===== src/rtl/pixel_layer_scheduler_if.sv =====
// pixel_layer_scheduler_if: request, sprite-ROM and result signals of the pixel layer scheduler.
// Revision 1.0
`default_nettype none

interface pixel_layer_scheduler_if;
  logic        pix_start;
  logic        ready;
  logic [9:0]  draw_x;
  logic [9:0]  draw_y;
  logic [5:0]  layer_hit;
  logic [9:0]  pacman_pos_x;
  logic [9:0]  pacman_pos_y;
  logic [9:0]  blinky_pos_x;
  logic [9:0]  blinky_pos_y;
  logic [3:0]  pacman_sprite;
  logic [3:0]  blinky_sprite;
  logic [3:0]  scoreboard_sprite;
  logic        rom_req;
  logic [2:0]  rom_sel;
  logic [17:0] rom_addr;
  logic        rom_gnt;
  logic [3:0]  rom_data;
  logic        pix_valid;
  logic [2:0]  pix_layer;
  logic [3:0]  pix_code;

  // Environment side: issues pixels, serves the ROM, consumes results.
  modport master (
    output pix_start, draw_x, draw_y, layer_hit,
           pacman_pos_x, pacman_pos_y, blinky_pos_x, blinky_pos_y,
           pacman_sprite, blinky_sprite, scoreboard_sprite,
           rom_gnt, rom_data,
    input  ready, rom_req, rom_sel, rom_addr, pix_valid, pix_layer, pix_code
  );

  // Scheduler side.
  modport slave (
    input  pix_start, draw_x, draw_y, layer_hit,
           pacman_pos_x, pacman_pos_y, blinky_pos_x, blinky_pos_y,
           pacman_sprite, blinky_sprite, scoreboard_sprite,
           rom_gnt, rom_data,
    output ready, rom_req, rom_sel, rom_addr, pix_valid, pix_layer, pix_code
  );
endinterface

`default_nettype wire


===== src/rtl/pixel_layer_scheduler.sv =====
// pixel_layer_scheduler: walks the hit layers of one pixel through a shared sprite ROM, keeps the top opaque code.
// Revision 1.0
`default_nettype none

module pixel_layer_scheduler (
  input  wire logic               clk,
  input  wire logic               rst,
  pixel_layer_scheduler_if.slave  bus
);

  typedef enum logic [1:0] {
    S_IDLE  = 2'd0,
    S_ISSUE = 2'd1,
    S_WAIT  = 2'd2,
    S_DONE  = 2'd3
  } state_t;

  state_t      state;
  logic [9:0]  x, y, pac_x, pac_y, bli_x, bli_y;
  logic [3:0]  pac_spr, bli_spr, sb_spr;
  logic [5:0]  pending;
  logic [2:0]  cur;
  logic [2:0]  res_layer;
  logic [3:0]  res_code;

  function automatic logic [17:0] addr_of(
    input logic [2:0] l,
    input logic [9:0] dx, dy, px, py, bx, by,
    input logic [3:0] ps, bs, ss
  );
    logic [17:0] xx, yy, r;
    xx = 18'(dx);
    yy = 18'(dy);
    case (l)
      3'd0:    r = 18'd336 * (yy - 18'd72) + (xx - 18'd72);
      3'd1:    r = 18'd72 * (yy % 18'd12) + xx % 18'd12;
      3'd2:    r = 18'd72 * (yy % 18'd12) + xx % 18'd12 + 18'd48;
      3'd3:    r = 18'd216 * (yy - 18'(py) - 18'd6) + (xx - 18'(px)) + 18'd24 * 18'(ps);
      3'd4:    r = 18'd192 * (yy - 18'(by) - 18'd6) + (xx - 18'(bx)) + 18'd24 * 18'(bs);
      3'd5:    r = 18'd192 * ((yy + 18'd6) % 18'd12) + xx % 18'd12 + 18'd12 * 18'(ss);
      default: r = 18'd0;
    endcase
    return r;
  endfunction

  function automatic logic [2:0] low_of(input logic [5:0] m);
    logic [2:0] r;
    r = 3'd0;
    for (int i = 5; i >= 0; i--) begin
      if (m[i]) r = 3'(i);
    end
    return r;
  endfunction

  function automatic logic opaque(input logic [2:0] l, input logic [3:0] d);
    logic o;
    case (l)
      3'd0, 3'd5: o = (d != 4'd0);
      3'd1, 3'd2: o = (d == 4'd2);
      3'd3:       o = (d == 4'd6) || (d == 4'd7);
      3'd4:       o = (d == 4'd0) || (d == 4'd1) || (d == 4'd11);
      default:    o = 1'b0;
    endcase
    return o;
  endfunction

  logic [5:0]  rest;
  logic [2:0]  first_layer, next_layer;
  logic [17:0] first_addr, next_addr;
  logic [2:0]  new_layer;
  logic [3:0]  new_code;

  always_comb begin
    rest        = pending & ~(6'b000001 << cur);
    first_layer = low_of(bus.layer_hit);
    next_layer  = low_of(rest);
    // First address comes straight from the inputs, since the latches fill on the same edge.
    first_addr  = addr_of(first_layer, bus.draw_x, bus.draw_y,
                          bus.pacman_pos_x, bus.pacman_pos_y,
                          bus.blinky_pos_x, bus.blinky_pos_y,
                          bus.pacman_sprite, bus.blinky_sprite, bus.scoreboard_sprite);
    next_addr   = addr_of(next_layer, x, y, pac_x, pac_y, bli_x, bli_y,
                          pac_spr, bli_spr, sb_spr);
    new_layer   = res_layer;
    new_code    = res_code;
    if (opaque(cur, bus.rom_data)) begin
      new_layer = cur;
      new_code  = bus.rom_data;
    end
  end

  always_ff @(posedge clk or posedge rst) begin
    if (rst) begin
      state         <= S_IDLE;
      bus.ready     <= 1'b1;
      bus.rom_req   <= 1'b0;
      bus.rom_sel   <= 3'd0;
      bus.rom_addr  <= 18'd0;
      bus.pix_valid <= 1'b0;
      bus.pix_layer <= 3'd7;
      bus.pix_code  <= 4'd0;
      pending       <= 6'd0;
      cur           <= 3'd0;
      res_layer     <= 3'd7;
      res_code      <= 4'd0;
      x       <= 10'd0;  y       <= 10'd0;
      pac_x   <= 10'd0;  pac_y   <= 10'd0;
      bli_x   <= 10'd0;  bli_y   <= 10'd0;
      pac_spr <= 4'd0;   bli_spr <= 4'd0;  sb_spr <= 4'd0;
    end else begin
      case (state)
        S_IDLE: begin
          if (bus.pix_start) begin
            x       <= bus.draw_x;          y       <= bus.draw_y;
            pac_x   <= bus.pacman_pos_x;    pac_y   <= bus.pacman_pos_y;
            bli_x   <= bus.blinky_pos_x;    bli_y   <= bus.blinky_pos_y;
            pac_spr <= bus.pacman_sprite;   bli_spr <= bus.blinky_sprite;
            sb_spr  <= bus.scoreboard_sprite;
            pending   <= bus.layer_hit;
            res_layer <= 3'd7;
            res_code  <= 4'd0;
            bus.ready <= 1'b0;
            if (bus.layer_hit != 6'd0) begin
              cur          <= first_layer;
              bus.rom_req  <= 1'b1;
              bus.rom_sel  <= first_layer;
              bus.rom_addr <= first_addr;
              state        <= S_ISSUE;
            end else begin
              bus.pix_valid <= 1'b1;
              bus.pix_layer <= 3'd7;
              bus.pix_code  <= 4'd0;
              state         <= S_DONE;
            end
          end
        end
        S_ISSUE: begin
          if (bus.rom_gnt) begin
            bus.rom_req <= 1'b0;
            state       <= S_WAIT;
          end
        end
        S_WAIT: begin
          pending   <= rest;
          res_layer <= new_layer;
          res_code  <= new_code;
          if (rest != 6'd0) begin
            cur          <= next_layer;
            bus.rom_req  <= 1'b1;
            bus.rom_sel  <= next_layer;
            bus.rom_addr <= next_addr;
            state        <= S_ISSUE;
          end else begin
            bus.pix_valid <= 1'b1;
            bus.pix_layer <= new_layer;
            bus.pix_code  <= new_code;
            state         <= S_DONE;
          end
        end
        default: begin
          bus.pix_valid <= 1'b0;
          bus.ready     <= 1'b1;
          state         <= S_IDLE;
        end
      endcase
    end
  end

endmodule

`default_nettype wire

===== src/flat_wrapper.sv =====
// flat-port wrapper written by rule: the top's interface ports become plain ports
module pixel_layer_scheduler_flat 
  (clk, rst, bus_pix_start, bus_draw_x, bus_draw_y, bus_layer_hit, bus_pacman_pos_x, bus_pacman_pos_y, bus_blinky_pos_x, bus_blinky_pos_y, bus_pacman_sprite, bus_blinky_sprite, bus_scoreboard_sprite, bus_rom_gnt, bus_rom_data, bus_ready, bus_rom_req, bus_rom_sel, bus_rom_addr, bus_pix_valid, bus_pix_layer, bus_pix_code);
  pixel_layer_scheduler_if bus_i ();
  input  wire logic clk;
  input  wire logic rst;
  input wire logic [$bits(bus_i.pix_start)-1:0] bus_pix_start;
  input wire logic [$bits(bus_i.draw_x)-1:0] bus_draw_x;
  input wire logic [$bits(bus_i.draw_y)-1:0] bus_draw_y;
  input wire logic [$bits(bus_i.layer_hit)-1:0] bus_layer_hit;
  input wire logic [$bits(bus_i.pacman_pos_x)-1:0] bus_pacman_pos_x;
  input wire logic [$bits(bus_i.pacman_pos_y)-1:0] bus_pacman_pos_y;
  input wire logic [$bits(bus_i.blinky_pos_x)-1:0] bus_blinky_pos_x;
  input wire logic [$bits(bus_i.blinky_pos_y)-1:0] bus_blinky_pos_y;
  input wire logic [$bits(bus_i.pacman_sprite)-1:0] bus_pacman_sprite;
  input wire logic [$bits(bus_i.blinky_sprite)-1:0] bus_blinky_sprite;
  input wire logic [$bits(bus_i.scoreboard_sprite)-1:0] bus_scoreboard_sprite;
  input wire logic [$bits(bus_i.rom_gnt)-1:0] bus_rom_gnt;
  input wire logic [$bits(bus_i.rom_data)-1:0] bus_rom_data;
  output wire logic [$bits(bus_i.ready)-1:0] bus_ready;
  output wire logic [$bits(bus_i.rom_req)-1:0] bus_rom_req;
  output wire logic [$bits(bus_i.rom_sel)-1:0] bus_rom_sel;
  output wire logic [$bits(bus_i.rom_addr)-1:0] bus_rom_addr;
  output wire logic [$bits(bus_i.pix_valid)-1:0] bus_pix_valid;
  output wire logic [$bits(bus_i.pix_layer)-1:0] bus_pix_layer;
  output wire logic [$bits(bus_i.pix_code)-1:0] bus_pix_code;
  assign bus_i.pix_start = bus_pix_start;
  assign bus_i.draw_x = bus_draw_x;
  assign bus_i.draw_y = bus_draw_y;
  assign bus_i.layer_hit = bus_layer_hit;
  assign bus_i.pacman_pos_x = bus_pacman_pos_x;
  assign bus_i.pacman_pos_y = bus_pacman_pos_y;
  assign bus_i.blinky_pos_x = bus_blinky_pos_x;
  assign bus_i.blinky_pos_y = bus_blinky_pos_y;
  assign bus_i.pacman_sprite = bus_pacman_sprite;
  assign bus_i.blinky_sprite = bus_blinky_sprite;
  assign bus_i.scoreboard_sprite = bus_scoreboard_sprite;
  assign bus_i.rom_gnt = bus_rom_gnt;
  assign bus_i.rom_data = bus_rom_data;
  assign bus_ready = bus_i.ready;
  assign bus_rom_req = bus_i.rom_req;
  assign bus_rom_sel = bus_i.rom_sel;
  assign bus_rom_addr = bus_i.rom_addr;
  assign bus_pix_valid = bus_i.pix_valid;
  assign bus_pix_layer = bus_i.pix_layer;
  assign bus_pix_code = bus_i.pix_code;
  pixel_layer_scheduler u_core (.clk(clk), .rst(rst), .bus(bus_i));
endmodule

===== config.mk =====
export PLATFORM = sky130hd
export DESIGN_NAME = pixel_layer_scheduler_flat
export DESIGN_NICKNAME = d
export VERILOG_FILES = /design/src/rtl/pixel_layer_scheduler_if.sv /design/src/rtl/pixel_layer_scheduler.sv /design/src/flat_wrapper.sv
export SDC_FILE = /design/constraint.sdc
export NUM_CORES = 1
export LEC_CHECK = 0
export BUFFER_PORTS_ARGS = -buffer_cell sky130_fd_sc_hd__buf_2
export CORE_MARGIN = 2
export CORE_UTILIZATION = 55
export CTS_BUF_LIST = sky130_fd_sc_hd__clkbuf_8
export DETAILED_ROUTE_END_ITERATION = 10
export HOLD_SLACK_MARGIN = 0.08
export PLACE_DENSITY = 0.72
export SYNTH_ARGS = -nofsm -noshare
export SYNTH_HDL_FRONTEND = slang
export SYNTH_SLANG_ARGS = --single-unit

===== constraint.sdc =====
create_clock -name clk -period 16.35 [get_ports clk]
set_input_delay 0.8175 -clock clk [delete_from_list [all_inputs] [get_ports clk]]
set_output_delay 0.8175 -clock clk [all_outputs]
set_load 0.02 [all_outputs]

* Word level (Yosys, flattened, before mapping) *
Cells that the tools add are included.

storage, ports and cells
  bits in registers = 118
  input bits = 86

operators by class
  reductions and logical operators = 24
  $mul = 16
  bitwise operators = 4
  shifts and indexed selects = 1
  equality and inequality tests = 28
  divide/modulo/power cells = 6
  add/sub/neg operators = 36
  multiplexer cells = 55

operators by type and width
  cell                                                    count
  one-hot mux 18 bit (6 select lines)                     2
  adder 18 bit                                            10
  subtractor 10 x 10 -> 11 bit                            8
  adder 18 x 9 -> 18 bit                                  4
  remainder unit 10 x 4 -> 18 bit, second input constant  4
  multiplier 2 x 18 -> 12 bit, first input constant       4
  subtractor 18 x 3 -> 18 bit, second input constant      4
  two-way mux 3 bit                                       20
  two-way mux 18 bit                                      3
  subtractor 10 x 7 -> 11 bit, second input constant      4
  adder 18 x 6 -> 18 bit, second input constant           2
  adder 18 x 8 -> 18 bit                                  2
  remainder unit 18 x 4 -> 18 bit, second input constant  2
  multiplier 2 x 4 -> 6 bit, first input constant         6
  multiplier 4 x 18 -> 15 bit, first input constant       2
  multiplier 5 x 18 -> 14 bit, first input constant       2
  multiplier 5 x 18 -> 15 bit, first input constant       2
  one-hot mux 18 bit (2 select lines)                     1
  adder 10 x 3 -> 11 bit, second input constant           2
  two-way mux 4 bit                                       5
  == test 3 x 2 -> 1 bit, second input constant           6
  == test 3 bit, second input constant                    6
  one-hot mux 3 bit (2 select lines)                      3
  one-hot mux 4 bit (2 select lines)                      2
  other kinds (33)                                        64

* Depth between registers and ports, before layout *
Gate-level depths: netlist of the first run.

  depth after elaboration = 13
  gate-level depth with buffers = 41
  depth with buffers taken out = 37

* Worst setup path after synthesis of the first run *
Ideal clock, no wire load.

  kind = input port to flip-flop
  from = input bus_draw_y[4]
  to = register u_core.bus.rom_addr[17]
  path buffers = 3
  arrival = 8088 ps
  path slack = 8119 ps
  required time = 16207 ps
  setup time = 143 ps
  cell stages on the path = 33
  path through = clkbuf_1 -> inv_1 -> clkbuf_1 -> ha_1 -> nand2b_1 -> a211o_2 -> a211oi_4 -> nor3_1 -> or4_4 -> a31oi_4 -> nand2_1 -> buf_4 -> or2_1 -> a22o_1 -> a221oi_1 -> or2_1 -> a31oi_1 -> ha_1 -> ha_1 -> inv_1 -> fa_1 -> inv_1 -> ha_1 -> or4_1 -> o21ai_0 -> xnor2_1 -> nor4bb_1 -> nand3b_1 -> nor4_1 -> xor2_1 -> o22ai_1 -> a2111oi_0 -> a31oi_1

on the way
  longest elaborated chain between the ends = 9
  elaborated cells on any way between the ends = 26
  those cells by class = add/sub (15); mul (5); div (2); mux (4)

RTL lines
  what                                                     line                                                                                   RTL
  start, declared                                          flat_wrapper.sv:9                                                                      input wire logic [$bits(bus_i.draw_y)-1:0] bus_draw_y;
  adder 10 x 3 -> 11 bit (tied with other cells)           pixel_layer_scheduler.sv:40                                                            3'd5: r = 18'd192 * ((yy + 18'd6) % 18'd12) + xx % 18'd12 + 18'd12 * 18'(ss);
  remainder unit 18 x 4 -> 18 bit (tied with other cells)  pixel_layer_scheduler.sv:40
  multiplier 2 x 18 -> 12 bit (tied with other cells)      pixel_layer_scheduler.sv:40
  adder 18 bit, on equally long branches                   pixel_layer_scheduler.sv:40, pixel_layer_scheduler.sv:38, pixel_layer_scheduler.sv:39
  adder 18 x 8 -> 18 bit (tied with other cells)           pixel_layer_scheduler.sv:40
  one-hot mux 18 bit (6 select lines) *                    pixel_layer_scheduler.sv:34                                                            case (l)
  two-way mux 18 bit *                                     pixel_layer_scheduler.sv:123                                                           if (bus.layer_hit != 6'd0) begin
  two-way mux 18 bit *                                     pixel_layer_scheduler.sv:113                                                           if (bus.pix_start) begin
  one-hot mux 18 bit (2 select lines) *                    pixel_layer_scheduler.sv:111                                                           case (state)
  end signal, assigned                                     pixel_layer_scheduler.sv:127                                                           bus.rom_addr <= first_addr;
  end signal, assigned                                     pixel_layer_scheduler.sv:151                                                           bus.rom_addr <= next_addr;
  end, declared                                            pixel_layer_scheduler_if.sv:42                                                         output ready, rom_req, rom_sel, rom_addr, pix_valid, pix_layer, pix_code

Mark *: on every way between the ends. The rest lies on a longest branch, timed or not. The select of a mux whose other input is x is not followed.
A chain may end at the register's enable or synchronous reset.

* Worst setup path in the final report of the first run *
Ends and elaborated chain as after synthesis.

==> results of run 1 <==
-- sequential cells by signal, summed over array words and instances, names as in the netlist --
name and count:
u_core.bli_spr 4, u_core.bli_x 10, u_core.bli_y 10, u_core.bus.pix_code 4
u_core.bus.pix_layer 3, u_core.bus.pix_valid 1, u_core.bus.ready 1, u_core.bus.rom_addr 18
u_core.bus.rom_req 1, u_core.cur 3, u_core.pac_spr 4, u_core.pac_x 10
u_core.pac_y 10, u_core.pending 6, u_core.res_code 4, u_core.res_layer 3
u_core.sb_spr 4, u_core.state 2, u_core.x 10, u_core.y 10
-- kinds of logic (layout without fill, tap and decap cells) --
family | after synthesis | in the layout | share of synthesized area, %
AO/OA/AOI/OAI | 1025 | 1025 | 22.6
XOR/XNOR | 379 | 379 | 11.7
adder cells (fa/ha/maj) | 633 | 633 | 30.1
buffers and inverters | 516 | 581 | 6.73
flip-flops | 118 | 118 | 10.2
multiplexers | 69 | 69 | 2.52
other | 2 | 66 | 0.0260
AND/OR/NAND/NOR | 945 | 945 | 16.0
-- stage by stage --
stage / cell area, sq um / cells
3_5_place_dp: 30400 / 4465
4_1_cts: 30800 / 4497
5_1_grt: 30800 / 4498
6_report: 30800 / 4504
3_3_place_gp: 30400 / 4465
2_1_floorplan: 29100 / 3744
-- layout by cell type (no fill, tap or decap), types with 19 or more instances in the layout --
cell type,synthesis,routed
or2_2,20,20
o22ai_1,32,32
ha_1,526,525
o31ai_1,23,23
nor4_1,31,30
nor3_1,73,73
mux2_2,31,31
a21o_1,88,88
o211ai_1,19,19
nor2b_1,58,58
xor2_1,133,133
conb_1,2,59
nand3_1,61,61
o21ai_0,257,257
xnor2_1,240,240
nand2_1,256,255
and2_1,19,19
dfrtp_1,111,111
o21a_1,50,50
nand2b_1,46,46
o221ai_1,20,20
mux2i_1,38,38
nor2_1,259,259
o21bai_1,52,51
a31oi_1,27,27
or3_1,22,22
a21oi_1,273,273
buf_4,1,24
inv_1,404,404
fa_1,106,106
a211oi_1,28,28
buf_2,6,116
-- critical path: cells and delay by family --
kind | cells | cell delay, ns
AOI/OAI and AO/OA | 10 | 2.62
xor gates and xnor gates | 2 | 0.45
adders and majority gates | 5 | 1.51
buffers and inverters | 4 | 0.75
and+or+nand+nor | 10 | 3.20
-- Yosys cell counts, drive strengths merged (9+ instances only) --
cell type	number
nor3b	9
and2	21
nand2b	47
o221ai	20
o31a	13
clkbuf	95
nor3	73
o211ai	19
buf	12
or3	22
dfrtp	111
and3	15
o41ai	11
a221oi	11
a21oi	273
nor4	32
a2111oi	12
mux2	31
a21o	88
inv	406
o21bai	52
a31oi	28
or4b	9
mux2i	38
a21boi	10
o31ai	24
or2	23
a211oi	29
nor2	259
xor2	133
o21ai	264
ha	526
fa	106
nand4	14
nand3b	10
o22ai	32
xnor2	241
a22oi	15
nand3	61
nand2	256
o21a	50
nor2b	58
-- area by class of cell --
class,instances,area share (%)
antenna,7,0.0569
clock buffer,17,0.760
clock inverter,15,0.544
inverter,409,4.99
multi-input combinational,3110,78.8
sequential,118,9.61
tap,688,2.79
timing repair buffer,140,2.47
-- per-layer routing --
layer | up-vias | global-route usage [%]
met2 | 812 | 52.1
met3 | 187 | 5.99
met4 | 8 | 14.9
met5 | - | 0
met1 | 12400 | 40.7
li1 | 13200 | -
-- final timing paths --
kind / start / end / slack (ns) / depth (start not counted)
max: bus_draw_y[4] / u_core.bus.rom_addr[17] / 7.40 / 31
min: rst / u_core.bus.rom_req / 0.40 / 2
max reg2reg: u_core.y[0] / u_core.bus.rom_addr[17] / 7.98 / 28
min reg2reg: u_core.bus.rom_addr[5] / u_core.bus.rom_addr[5] / 0.48 / 2
max in group asynchronous: rst / u_core.bus.rom_addr[1] / 14.52 / 3
min in group clk: u_core.bus.rom_addr[5] / u_core.bus.rom_addr[5] / 0.48 / 2
==> results.txt, run 1 <==
status -> finished clean
Die H -> 233 microns
vias in the first global route -> 25.2k
post-cts resize count -> 0
fin util -> 59.0%
CTS tree -> yes
first-pass GRT wire length -> 135,000 microns
Detail Route Antenna Nets -> 0
hold buffer count at CTS -> 0
Crit-path slowest cell -> or4_4
Avg Cell Area, Syn -> 7.85 sq um
fmax -> 112 MHz
Worst Clk Skew -> 0.0190 ns
Setup Buffers After CTS -> 0
EDFF count, synth -> 0
Routed WL -> 86,000 microns
sequential-to-total area share from yosys stat -> 10.2%
area leader, netlist -> ha_1
Tightest Pin Transition -> 1.16 ns
routed len/inst -> 19.1 microns
Synth top area share -> 22.7%
row cnt -> 84
most used cell, CP -> ha_1
# fillers -> 4,980
Setup crit start kind -> primary input
setup violators final -> 0
grt ovf -> 0
Initial Util -> 55.4%
Worst setup EP type -> flop
CTS Sinks -> 118
wire length on met1 -> 37,000 microns
all-layer global routing usage -> 31.9%
Final Hold Viols -> 0
Cell Area, Synth -> 28,900 sq um
largest net degree at the start of global routing -> 82
CP max FO -> 18
Pre-antenna DRT Iters -> 6
setup repair after global routing missed its margin -> false
core area -> 52,200 sq um
synth top area cells -> ha_1 (23%), dfrtp_1 (9.6%), fa_1 (7.3%)
IO Port Bufs -> 116
fin crit period -> 8.95 ns
register bit total from synthesis -> 118
routed via count -> 26.7k
layout cell share with drive strength beyond 1 -> 6.88%
period utilization -> 54.7%
post-place setup slack -> 6.99 ns
CTS clk-pin slew, worst paths -> 0.09 ns
Post-synth ARST share -> 100%
H-tree depth -> 4
YS warnings -> 0
initial antenna violation count -> 9
die area -> 54,400 sq um
Slew HR -> 21.8%
initial drt markers -> 2,002
Via density -> 5.92
met2 wire length -> 38,500 microns
Hold/Removal Path Class -> in -> async
synthesis-to-finish area growth -> 6.48%
hpwl dp -> 71,500 microns
Root Buffer Master -> clkbuf_8
Top Layer Used -> met5
routability cong. -> 0.995
Die W -> 233 microns
Setup WS post-layout -> 7.40 ns
Netlist cell types -> 98
CP arrival -> 9.37 ns
Max stage delay on crit path -> 0.55 ns
MaxCap Viol Count -> 0
CTS max path bufs -> 2
Fin Hold WS -> 0.396 ns
kind of critical path -> in -> reg
CP Data Required Time -> 16.77 ns
setup TNS -> 0 ns
final net count -> 4,514
dominant synthesized flop cell -> dfrtp_1
cells after synthesis -> 3,687
Register Area -> 2960 sq um
met3 wire length -> 6310 microns
Clock Latency Late Sink -> 0.56 ns
Remaining DRCs -> 0
Multi-input gate area -> 24,300 sq um
max-slew violation count -> 0
CTS Buf Count -> 17
io pins -> 117
Power of run 1 is left out: the tool's default activity adds up to more than one toggle a clock period on the data nets, which glitch-free logic cannot reach.
==> run 2, diff against run 1 <==
--- a/config.mk
+++ b/config.mk
@@ -5,13 +5,14 @@
 export SDC_FILE = /design/constraint.sdc
 export NUM_CORES = 1
 export LEC_CHECK = 0
+export ABC_AREA = 1
 export BUFFER_PORTS_ARGS = -buffer_cell sky130_fd_sc_hd__buf_2
 export CORE_MARGIN = 2
 export CORE_UTILIZATION = 55
 export CTS_BUF_LIST = sky130_fd_sc_hd__clkbuf_8
 export DETAILED_ROUTE_END_ITERATION = 10
 export HOLD_SLACK_MARGIN = 0.08
-export PLACE_DENSITY = 0.72
+export PLACE_DENSITY = 0.75
 export SYNTH_ARGS = -nofsm -noshare
 export SYNTH_HDL_FRONTEND = slang
 export SYNTH_SLANG_ARGS = --single-unit
==> constraint.sdc (replaced) <==
create_clock -name clk -period 8 [get_ports clk]
set_input_delay 0.4 -clock clk [delete_from_list [all_inputs] [get_ports clk]]
set_output_delay 0.4 -clock clk [all_outputs]
set_load 0.02 [all_outputs]
==> run 2 against run 1 <==
Against the previous run: via count down 1.0%; worst hold slack worse by 0.19 ns; core utilization increased by 0.84 points; sequential share of layout area increased by 0.32 points; design area shrank 3.2%; highest routed layer unchanged.
==> results.txt, run 2 <==
setup TNS -> 0 ns
Crit-path slowest cell -> fa_1
period utilization -> 92.4%
CTS max path bufs -> 2
die area -> 52,100 sq um
FF-to-FF path depth -> 39
Pre-antenna DRT Iters -> 8
WP buf/inv -> 9
sequential-to-total area share from yosys stat -> 10.7%
Worst Clk Skew -> 0.0141 ns
Setup WS post-layout -> 0.608 ns
Design Area, Final -> 29,800 sq um
CTS clk-pin slew, worst paths -> 0.08 ns
Detail Route Antenna Nets -> 0
synth top area cells -> ha_1 (24%), inv_1 (11%), dfrtp_1 (10%)
Setup crit start kind -> flop
io pins -> 117
grt ovf -> 0
layout cell share with drive strength beyond 1 -> 7.03%
Root Buffer Master -> clkbuf_8
first-pass GRT wire length -> 128,000 microns
all-layer global routing usage -> 30.4%
initial drt markers -> 1,651
commonest non-fill, non-tap cell in the layout -> inv_1
Final Hold Viols -> 0
status -> finished clean
Die H -> 228 microns
largest net degree at the start of global routing -> 90
HP Start -> bus_scoreboard_sprite[0]
Via density -> 5.41
fin crit period -> 7.39 ns
CTS tree -> yes
Cell Area, Synth -> 27,700 sq um
synthesis-to-finish area growth -> 7.83%
CTS Buf Count -> 17
routed len/inst -> 16.1 microns
setup violators final -> 0
Setup Buffers After CTS -> 0
H-tree depth -> 4
Tightest Pin Transition -> 1.15 ns
Remaining DRCs -> 0
Initial Util -> 55.5%
Hold/Removal Path Class -> in -> reg
CP max FO -> 4
commonest cells in the netlist -> inv_1 (800), nand2_1 (740), ha_1 (526)
Post-DP Area -> 29,300 sq um
routability cong. -> 0.980
Synth top area share -> 23.8%
max reg flops -> 18
kind of critical path -> reg -> reg
r2r endpoint -> u_core.bus.rom_addr[16]
hold path depth -> 3
Worst setup EP type -> flop
row cnt -> 82
CP Data Required Time -> 8.35 ns
count leader, synth -> inv_1
core area -> 49,900 sq um
EDFF count, synth -> 0
Routed WL -> 78,800 microns
Hold Crit Endpoint -> u_core.sb_spr[0]
cells after synthesis -> 4,016
FF-to-FF setup slack -> 0.61 ns
IO Port Bufs -> 116
initial antenna violation count -> 1
fmax -> 135 MHz
Register Area -> 2960 sq um
setup repair after global routing missed its margin -> false
Largest Register -> u_core.bus.rom_addr
Avg Cell Area, Syn -> 6.89 sq um
Critical R2R Launch -> u_core.y[0]
CP top delay family -> adder cells
Netlist cell types -> 69
Max stage delay on crit path -> 0.53 ns
Die W -> 228 microns
Post-synth ARST share -> 100%
CP arrival -> 7.74 ns
CTS Sinks -> 118
most frequent cells in the layout -> inv_1 (797), nand2_1 (738), ha_1 (526)
n_diodes -> 0
Fin Hold WS -> 0.206 ns
Slew HR -> 23.0%
hpwl dp -> 67,600 microns
final net count -> 4,914
register bit total from synthesis -> 118
# fillers -> 4,843
dominant synthesized flop cell -> dfrtp_1
vias in the first global route -> 25.6k
MaxCap Viol Count -> 0
area leader, netlist -> ha_1
Clock Latency Late Sink -> 0.45 ns
max-slew violation count -> 0
YS warnings -> 0
post-place setup slack -> 0.394 ns
Multi-input gate area -> 21,700 sq um
routed via count -> 26.4k
## run 2: cell count changes in the layout (fill, tap and decap cells not counted), moves of 38 or more
cell / previous run / this run
nand3_1: 61 / 138
nor3_1: 73 / 35
o21a_1: 50 / 8
nand2_1: 255 / 738
a21o_1: 88 / 17
xnor2_1: 240 / 89
a21oi_1: 273 / 325
nor2b_1: 58 / 1
nand2b_1: 46 / 0
inv_1: 404 / 797
xor2_1: 133 / 195
## run 2: per-stage QoR
step                      utilization, %  cells
after floorplan                        -   4073
after global placement              58.8   4848
after detailed placement            58.8   4848
after CTS                           59.7   4881
after global routing                59.8   4881
final                               59.8   4881
## run 2: what timing repair did
| item | 4_1_cts | 5_1_grt |
|---|---|---|
| endpoints found under the hold margin | 40 | 0 |
| endpoints found under the setup margin | 0 | 4 |
| hold buffers | 1 | 0 |
| resized for setup | 0 | 11 |
## run 2: how the worst max path moves through the flow
stage               slack (ns)                       to     startpoint  cells past startpoint
floorplan                 1.42  u_core.bus.rom_addr[17]    u_core.y[0]                     39
global placement          0.47  u_core.bus.rom_addr[17]  bus_draw_y[3]                     45
detailed placement        0.39  u_core.bus.rom_addr[17]  bus_draw_y[0]                     37
CTS                       0.60  u_core.bus.rom_addr[15]    u_core.y[3]                     47
global route              0.02  u_core.bus.rom_addr[17]    u_core.y[3]                     55
finish                    0.61  u_core.bus.rom_addr[16]    u_core.y[0]                     39
## run 2: area by class of cell
class / instances / share of cell area, %
Clock buffer: 20 / 0.923
Clock inverter: 12 / 0.550
Inverter: 819 / 10.3
Multi-Input combinational cell: 3093 / 72.7
Sequential cell: 118 / 9.93
Tap cell: 672 / 2.82
Timing Repair Buffer: 147 / 2.74
## run 2: per-layer routing
metal	track usage [%]	up-vias	wire length, microns
met2	53.1	706	37000
met3	2.88	202	4160
li1	-	13400	-
met1	37.2	12100	33100
met5	0	-	14
met4	15.5	2	4520
## run 2: worst reg2reg max path: cells and delay by family, from the launching register on
kind	cells	cell delay, ns
AOI/OAI and AO/OA	8	1.62
xor gates and xnor gates	3	0.59
adders and majority gates	7	2.59
buffers and inverters	9	0.80
DFF	1	0.39
and+or+nand+nor	12	1.29
## run 2: cell families (layout without fill, tap and decap cells)
kind of cell               Yosys count  in the layout  share of synthesized area, %
muxes                                8              8                         0.321
DFF                                118            118                          10.7
AOI/OAI and AO/OA                  795            795                          16.2
adders and majority gates          632            632                          31.5
xor gates and xnor gates           285            285                          9.02
other                                2             59                        0.0272
and+or+nand+nor                   1314           1314                          20.5
buffers and inverters              862            998                          11.8
Power of run 2 is left out for the same reason.
